### config.mk
export PLATFORM = sky130hd
export DESIGN_NAME = rst_seq
export DESIGN_NICKNAME = d
export VERILOG_FILES = /design/src/rtl/rst_seq_pkg.sv /design/src/rtl/rst_sync.sv /design/src/rtl/rst_seq.sv
export SDC_FILE = /design/constraint.sdc
export NUM_CORES = 1
export LEC_CHECK = 0
export CELL_PAD_IN_SITES_DETAIL_PLACEMENT = 1
export CELL_PAD_IN_SITES_GLOBAL_PLACEMENT = 2
export CORE_ASPECT_RATIO = 1.1
export CORE_MARGIN = 5
export CORE_UTILIZATION = 37
export CTS_BUF_LIST = sky130_fd_sc_hd__clkbuf_4 sky130_fd_sc_hd__clkbuf_8
export DETAILED_ROUTE_END_ITERATION = 10
export PLACE_DENSITY_LB_ADDON = 0.2
export SYNTH_ARGS = -nofsm -noshare
export SYNTH_HDL_FRONTEND = slang
export SYNTH_SLANG_ARGS = --single-unit
### constraint.sdc
create_clock -name clk_i -period 2.1 [get_ports clk_i]
set_input_delay 0.42 -clock clk_i [delete_from_list [all_inputs] [get_ports clk_i]]
set_output_delay 0.42 -clock clk_i [all_outputs]
set_load 0.02 [all_outputs]
### src/rtl/rst_seq_pkg.sv
// Shared types and sizing helpers for the reset sequencer.
package rst_seq_pkg;

    typedef enum logic [2:0] {
        RESET,
        HOLD,
        RELEASE,
        RUN,
        ACK
    } rst_seq_state_e;

    // Counter must hold the larger of the two terminal values.
    function automatic int count_width(input int hold, input int gap);
        int m;
        m = (hold > gap) ? hold : gap;
        return $clog2(m + 1);
    endfunction

    function automatic int idx_width(input int n);
        return (n > 1) ? $clog2(n) : 1;
    endfunction

endpackage

### src/rtl/rst_sync.sv
// Async-assert / sync-deassert reset synchronizer chain.
module rst_sync #(
    parameter int STAGES = 2
) (
    input  logic clk_i,
    input  logic arst_ni,
    output logic rel_o,   // last stage goes high on the next edge
    output logic sync_o   // synchronized reset release
);

    logic [STAGES-1:0] chain_q;
    logic [STAGES-1:0] chain_d;

    always_comb begin
        chain_d = {chain_q[STAGES-2:0], 1'b1};
    end

    always_ff @(posedge clk_i or negedge arst_ni) begin
        if (!arst_ni) chain_q <= '0;
        else          chain_q <= chain_d;
    end

    assign sync_o = chain_q[STAGES-1];
    assign rel_o  = chain_q[STAGES-2];

endmodule

### src/rtl/rst_seq.sv
// Reset sequencer: synchronized release, hold period, staggered domain
// release and a four-phase software reset handshake.
module rst_seq
    import rst_seq_pkg::*;
#(
    parameter int SYNC_STAGES = 2,
    parameter int HOLD_CYCLES = 16,
    parameter int NUM_OUT     = 3,
    parameter int STAGE_GAP   = 4
) (
    input  logic               clk_i,
    input  logic               arst_ni,
    input  logic               sw_rst_req_i,
    output logic               sw_rst_ack_o,
    output logic [NUM_OUT-1:0] rst_no,
    output logic               rst_done_o
);

    localparam int CW = count_width(HOLD_CYCLES, STAGE_GAP);
    localparam int IW = idx_width(NUM_OUT);
    localparam logic [CW-1:0] HOLD_LOAD = CW'(HOLD_CYCLES - 1);
    localparam logic [CW-1:0] GAP_LOAD  = CW'(STAGE_GAP - 1);
    localparam logic [IW-1:0] LAST_IDX  = IW'(NUM_OUT - 1);

    if (SYNC_STAGES < 2) begin : g_bad_sync
        $error("rst_seq: SYNC_STAGES must be >= 2");
    end
    if (HOLD_CYCLES < 1 || STAGE_GAP < 1 || NUM_OUT < 1) begin : g_bad_param
        $error("rst_seq: HOLD_CYCLES, STAGE_GAP and NUM_OUT must be >= 1");
    end

    logic rel;
    logic sync;

    rst_sync #(
        .STAGES (SYNC_STAGES)
    ) u_rst_sync (
        .clk_i   (clk_i),
        .arst_ni (arst_ni),
        .rel_o   (rel),
        .sync_o  (sync)
    );

    rst_seq_state_e     state_q, state_d;
    logic [CW-1:0]      cnt_q,   cnt_d;
    logic [IW-1:0]      idx_q,   idx_d;
    logic [NUM_OUT-1:0] rst_q,   rst_d;
    logic               done_q,  done_d;
    logic               ack_q,   ack_d;
    logic               pend_q,  pend_d;
    logic               fin;

    always_comb begin
        state_d = state_q;
        cnt_d   = cnt_q;
        idx_d   = idx_q;
        rst_d   = rst_q;
        done_d  = done_q;
        ack_d   = ack_q;
        pend_d  = pend_q;
        fin     = 1'b0;

        case (state_q)
            // Enter HOLD on the edge where the chain output rises, so the
            // hold count lines up with the synchronized release edge.
            RESET: begin
                if (rel && !sync) begin
                    state_d = HOLD;
                    cnt_d   = HOLD_LOAD;
                end
            end
            HOLD: begin
                if (cnt_q == '0) begin
                    rst_d[0] = 1'b1;
                    idx_d    = '0;
                    if (NUM_OUT == 1) begin
                        fin = 1'b1;
                    end else begin
                        state_d = RELEASE;
                        cnt_d   = GAP_LOAD;
                    end
                end else begin
                    cnt_d = cnt_q - 1'b1;
                end
            end
            RELEASE: begin
                if (cnt_q == '0) begin
                    idx_d = IW'(idx_q + 1'b1);
                    for (int k = 0; k < NUM_OUT; k++) begin
                        if (IW'(k) == idx_d) rst_d[k] = 1'b1;
                    end
                    if (idx_d == LAST_IDX) fin = 1'b1;
                    else                   cnt_d = GAP_LOAD;
                end else begin
                    cnt_d = cnt_q - 1'b1;
                end
            end
            RUN: begin
                if (sw_rst_req_i) begin
                    rst_d   = '0;
                    done_d  = 1'b0;
                    pend_d  = 1'b1;
                    cnt_d   = HOLD_LOAD;
                    state_d = HOLD;
                end
            end
            ACK: begin
                if (!sw_rst_req_i) begin
                    ack_d   = 1'b0;
                    state_d = RUN;
                end
            end
            default: state_d = RESET;
        endcase

        // Last domain released: report done, and acknowledge if this
        // sequence was started by software.
        if (fin) begin
            done_d  = 1'b1;
            ack_d   = pend_q;
            pend_d  = 1'b0;
            state_d = pend_q ? ACK : RUN;
        end
    end

    always_ff @(posedge clk_i or negedge arst_ni) begin
        if (!arst_ni) begin
            state_q <= RESET;
            cnt_q   <= '0;
            idx_q   <= '0;
            rst_q   <= '0;
            done_q  <= 1'b0;
            ack_q   <= 1'b0;
            pend_q  <= 1'b0;
        end else begin
            state_q <= state_d;
            cnt_q   <= cnt_d;
            idx_q   <= idx_d;
            rst_q   <= rst_d;
            done_q  <= done_d;
            ack_q   <= ack_d;
            pend_q  <= pend_d;
        end
    end

    assign rst_no       = rst_q;
    assign rst_done_o   = done_q;
    assign sw_rst_ack_o = ack_q;

endmodule

==> impl_metrics.prom <==
# TYPE chip_impl_metric gauge
chip_impl_metric{name="count_of_filler_cells_inserted_in_the_layout",unit=""} 309
chip_impl_metric{name="async_s_r_ff_share_synth",unit="%"} 100
chip_impl_metric{name="gpl.final_weighted_congestion",unit=""} 0.820
chip_impl_metric{name="worst_ep_required_time",unit="ns"} 2.28
chip_impl_metric{name="min_period_over_period",unit="%"} 92.8
chip_impl_metric{name="netlist_area_pre_place",unit="um^2"} 991
chip_impl_metric{name="fin_crit",unit="ns"} 1.95
chip_impl_metric{name="power_density",unit="nW/um^2"} 1110
chip_impl_metric{name="mappedNetlistNets",unit=""} 112
chip_impl_metric{name="insertion_delay",unit="ns"} 0.30
chip_impl_metric{name="num_rows",unit=""} 19
chip_impl_metric{name="placeableCoreArea",unit="um^2"} 2540
chip_impl_metric{name="clock-skew-final",unit="ns"} 0.00908
chip_impl_metric{name="initial_utilization",unit="%"} 39.0
chip_impl_metric{name="detailroute.via_count",unit=""} 804
chip_impl_metric{name="ctsHtreeMaxLevel",unit=""} 1
chip_impl_metric{name="slack_of_the_worst_reg_to_reg_path",unit="ns"} 0.15
chip_impl_metric{name="dieArea",unit="um^2"} 3810
chip_impl_metric{name="cts_buffer_count",unit=""} 3
chip_impl_info{name="critical_path.startpoint_type",value="flop"} 1
chip_impl_info{name="ordered_list_of_cells_on_the_worst_path",value="inv_1 -> ha_1 -> or4b_4 -> o31ai_4 -> nand2b_1 -> o21ai_0"} 1
chip_impl_metric{name="route.detailed.vias_per_inst",unit=""} 5.51
chip_impl_metric{name="report.power.total",unit="uW"} 1270
chip_impl_metric{name="ys_seq_elements",unit=""} 18
chip_impl_metric{name="synth_area_per_cell",unit="um^2"} 9.44
chip_impl_metric{name="cts_sinks",unit=""} 18
chip_impl_info{name="clk_root_buffer_cell",value="sky130_fd_sc_hd__clkbuf_4"} 1
chip_impl_metric{name="dieHeight",unit="um"} 64.3
chip_impl_info{name="critical_path.startpoint",value="cnt_q[0]"} 1
chip_impl_metric{name="multiInputGateArea",unit="um^2"} 493
chip_impl_metric{name="yosysWarningCount",unit=""} 0
chip_impl_metric{name="grt_use_total",unit="%"} 13.5
chip_impl_info{name="endpoint_kind",value="flop"} 1
chip_impl_metric{name="insertedDiodeCount",unit=""} 0
chip_impl_metric{name="slew_viol_final",unit=""} 0
chip_impl_metric{name="max_cap_violations",unit=""} 0
chip_impl_metric{name="i_o_pin_cnt",unit=""} 8
chip_impl_metric{name="critical_path_peak_fanout",unit=""} 6
chip_impl_metric{name="grt_pass1_wl",unit="um"} 3950
chip_impl_metric{name="report.final.setup_viol",unit=""} 0
chip_impl_metric{name="achievable-frequency",unit="MHz"} 513
chip_impl_metric{name="timing.setup.tns",unit="ns"} 0
chip_impl_info{name="regToRegEndpoint",value="cnt_q[3]"} 1
chip_impl_metric{name="placed_cell_count",unit=""} 142
chip_impl_info{name="worst-setup-path-type",value="reg -> reg"} 1
chip_impl_metric{name="placed_area",unit="um^2"} 1110
chip_impl_metric{name="port_buffers",unit=""} 7
chip_impl_metric{name="detailedRoute.firstIterationViolations",unit=""} 27
chip_impl_info{name="dominantRegCellSynth",value="sky130_fd_sc_hd__dfrtp_1"} 1
chip_impl_metric{name="p_leak",unit="uW"} 0.000523
chip_impl_metric{name="layout-drive-gt1-share",unit="%"} 10.4
chip_impl_metric{name="dr.pass1.iters",unit=""} 4
chip_impl_metric{name="postSynthCellCount",unit=""} 105
chip_impl_metric{name="antenna_found_initial",unit=""} 0
chip_impl_metric{name="timing.critical_path.slowest_cell_delay",unit="ns"} 0.52
chip_impl_metric{name="wire_per_inst",unit="um"} 15.7
chip_impl_metric{name="overflow",unit=""} 0
chip_impl_metric{name="grt_start_max_net_pins",unit=""} 19
chip_impl_metric{name="route.antenna.remaining_nets",unit=""} 0
chip_impl_metric{name="hold-path-cell-count",unit=""} 0
chip_impl_metric{name="finalInstanceArea",unit="um^2"} 1150
chip_impl_metric{name="vdd_ir_drop_max",unit="uV"} 473
chip_impl_info{name="worst_hold_path_type",value="reg -> reg"} 1
chip_impl_info{name="min_to",value="u_rst_sync.chain_q[1]"} 1
chip_impl_metric{name="die_x",unit="um"} 59.3
chip_impl_metric{name="timing_hold_violations_final",unit=""} 0
chip_impl_info{name="status",value="completed"} 1
chip_impl_metric{name="cts_setup_buffers",unit=""} 0
chip_impl_metric{name="grt_pass1_vias",unit=""} 847
chip_impl_metric{name="synth.yosys.seq_area_share",unit="%"} 45.5
chip_impl_metric{name="drc_errors",unit=""} 0
chip_impl_metric{name="cts.reportedPaths.clkPinSlew",unit="ns"} 0.12
chip_impl_metric{name="synth_to_layout_area_growth",unit="%"} 15.9
chip_impl_info{name="min_from",value="u_rst_sync.chain_q[0]"} 1
chip_impl_metric{name="layout.core_utilization",unit="%"} 45.2
chip_impl_metric{name="ys_types",unit=""} 36
chip_impl_metric{name="synth_edf_count",unit=""} 0
chip_impl_metric{name="dpl.hpwl",unit="um"} 1710
chip_impl_info{name="grt_setup_unrepaired",value="no"} 1
chip_impl_metric{name="ff2ff_path_depth",unit=""} 6
chip_impl_metric{name="post_layout_nonfiller_instances",unit=""} 146
chip_impl_metric{name="clk_path_buf_depth",unit=""} 2
chip_impl_metric{name="critPathArrivalTime",unit="ns"} 2.12
chip_impl_info{name="cp_slowest_cell",value="sky130_fd_sc_hd__or4b_4"} 1
chip_impl_metric{name="nNetsFinal",unit=""} 123
chip_impl_metric{name="wire_length_reported_by_the_detailed_router",unit="um"} 2290
chip_impl_info{name="cts_tree",value="done"} 1
chip_impl_info{name="r2r-start",value="cnt_q[0]"} 1
chip_impl_metric{name="seqCellArea",unit="um^2"} 450
-- per-stage QoR --
stage	hold WS, ns	setup WS, ns
6_report	0.392	0.151
5_1_grt	0.405	0.0208
2_1_floorplan	0.124	0.235
4_1_cts	0.395	0.0295
3_3_place_gp	0.359	0.0957
3_5_place_dp	0.370	0.0621
-- layer usage --
metal	wire, um	track usage [%]	share of wire [%]	vias up
met1	1150	18.7	50	396
li1	-	-	-	395
met4	39	6.23	1.7	0
met3	47	2.62	2.0	4
met5	0	0	0	-
met2	1060	19.9	46	9
-- worst max-delay path by stage --
stage,depth (start not counted),endpoint
floorplan,7,idx_q[0]
global route,6,cnt_q[3]
CTS,6,cnt_q[3]
global placement,6,cnt_q[2]
finish,6,cnt_q[3]
detailed placement,6,cnt_q[0]
-- cells in the final DEF (no fill, tap or decap), types with 4 or more instances in the layout --
cell type,n
sky130_fd_sc_hd__nor2_1,7
sky130_fd_sc_hd__dfrtp_1,18
sky130_fd_sc_hd__a21oi_1,4
sky130_fd_sc_hd__o21ai_0,6
sky130_fd_sc_hd__buf_4,4
sky130_fd_sc_hd__inv_1,8
sky130_fd_sc_hd__clkdlybuf4s50_1,7
sky130_fd_sc_hd__ha_1,4
sky130_fd_sc_hd__nand2_1,14
-- cells by family after synthesis --
kind of cell | Yosys count | synth area share, %
buffers and inverters | 13 | 5.18
muxes | 2 | 2.02
and+or+nand+nor | 38 | 20.1
AOI/OAI and AO/OA | 28 | 21.0
DFF | 18 | 45.5
xor gates and xnor gates | 1 | 0.884
other | 1 | 0.378
adders and majority gates | 4 | 5.05
-- cell usage after synthesis, drive strengths merged (2+ instances only) --
library cell	number	area, um^2
o31ai	3	36.3
mux2i	2	20.0
nand3b	2	15.0
buf	2	10.0
clkbuf	3	11.3
nor2	7	26.3
a22o	3	27.5
o32ai	2	17.5
a31oi	3	18.8
nand3	3	15.0
o21ai	6	30.0
nand2	14	52.6
dfrtp	18	450
inv	8	30.0
nand2b	3	18.8
a21oi	4	20.0
ha	4	50.1
a22oi	2	15.0
-- area by class of cell --
cell class	count	share of cell area (%)
repair buffers	11	8.71
multi-input cells	74	42.9
well taps	31	3.38
clock buffers	4	3.16
inverters	8	2.61
flip-flops and latches	18	39.2
-- power by group --
part	internal (uW)	leakage [uW]	total [uW]	switching, uW
sequential	423	0.000218	528	106
clock	106	0.0000210	221	115
combinational	223	0.000285	521	299
total	751	0.000523	1270	520
-- registers in the layout, indices dropped and copies added (netlist names) --
register	cells
cnt_q	5
rst_no	3
state_q	3
idx_q	2
u_rst_sync.chain_q	2
pend_q	1
rst_done_o	1
sw_rst_ack_o	1
-- worst max-delay path: cells and delay by family (launching register included) --
| family | cells | cell delay, ns |
|---|---|---|
| adders and majority gates | 1 | 0.17 |
| DFF | 1 | 0.39 |
| AOI/OAI and AO/OA | 2 | 0.40 |
| buffers and inverters | 1 | 0.09 |
| and+or+nand+nor | 2 | 0.76 |
-- timing repair --
item / CTS / global route
endpoints found under the setup margin: 0 / 5
gates resized for setup: 0 / 1
hold buffers: 0 / 0
Note: power is estimated with default switching activity, not from simulation.
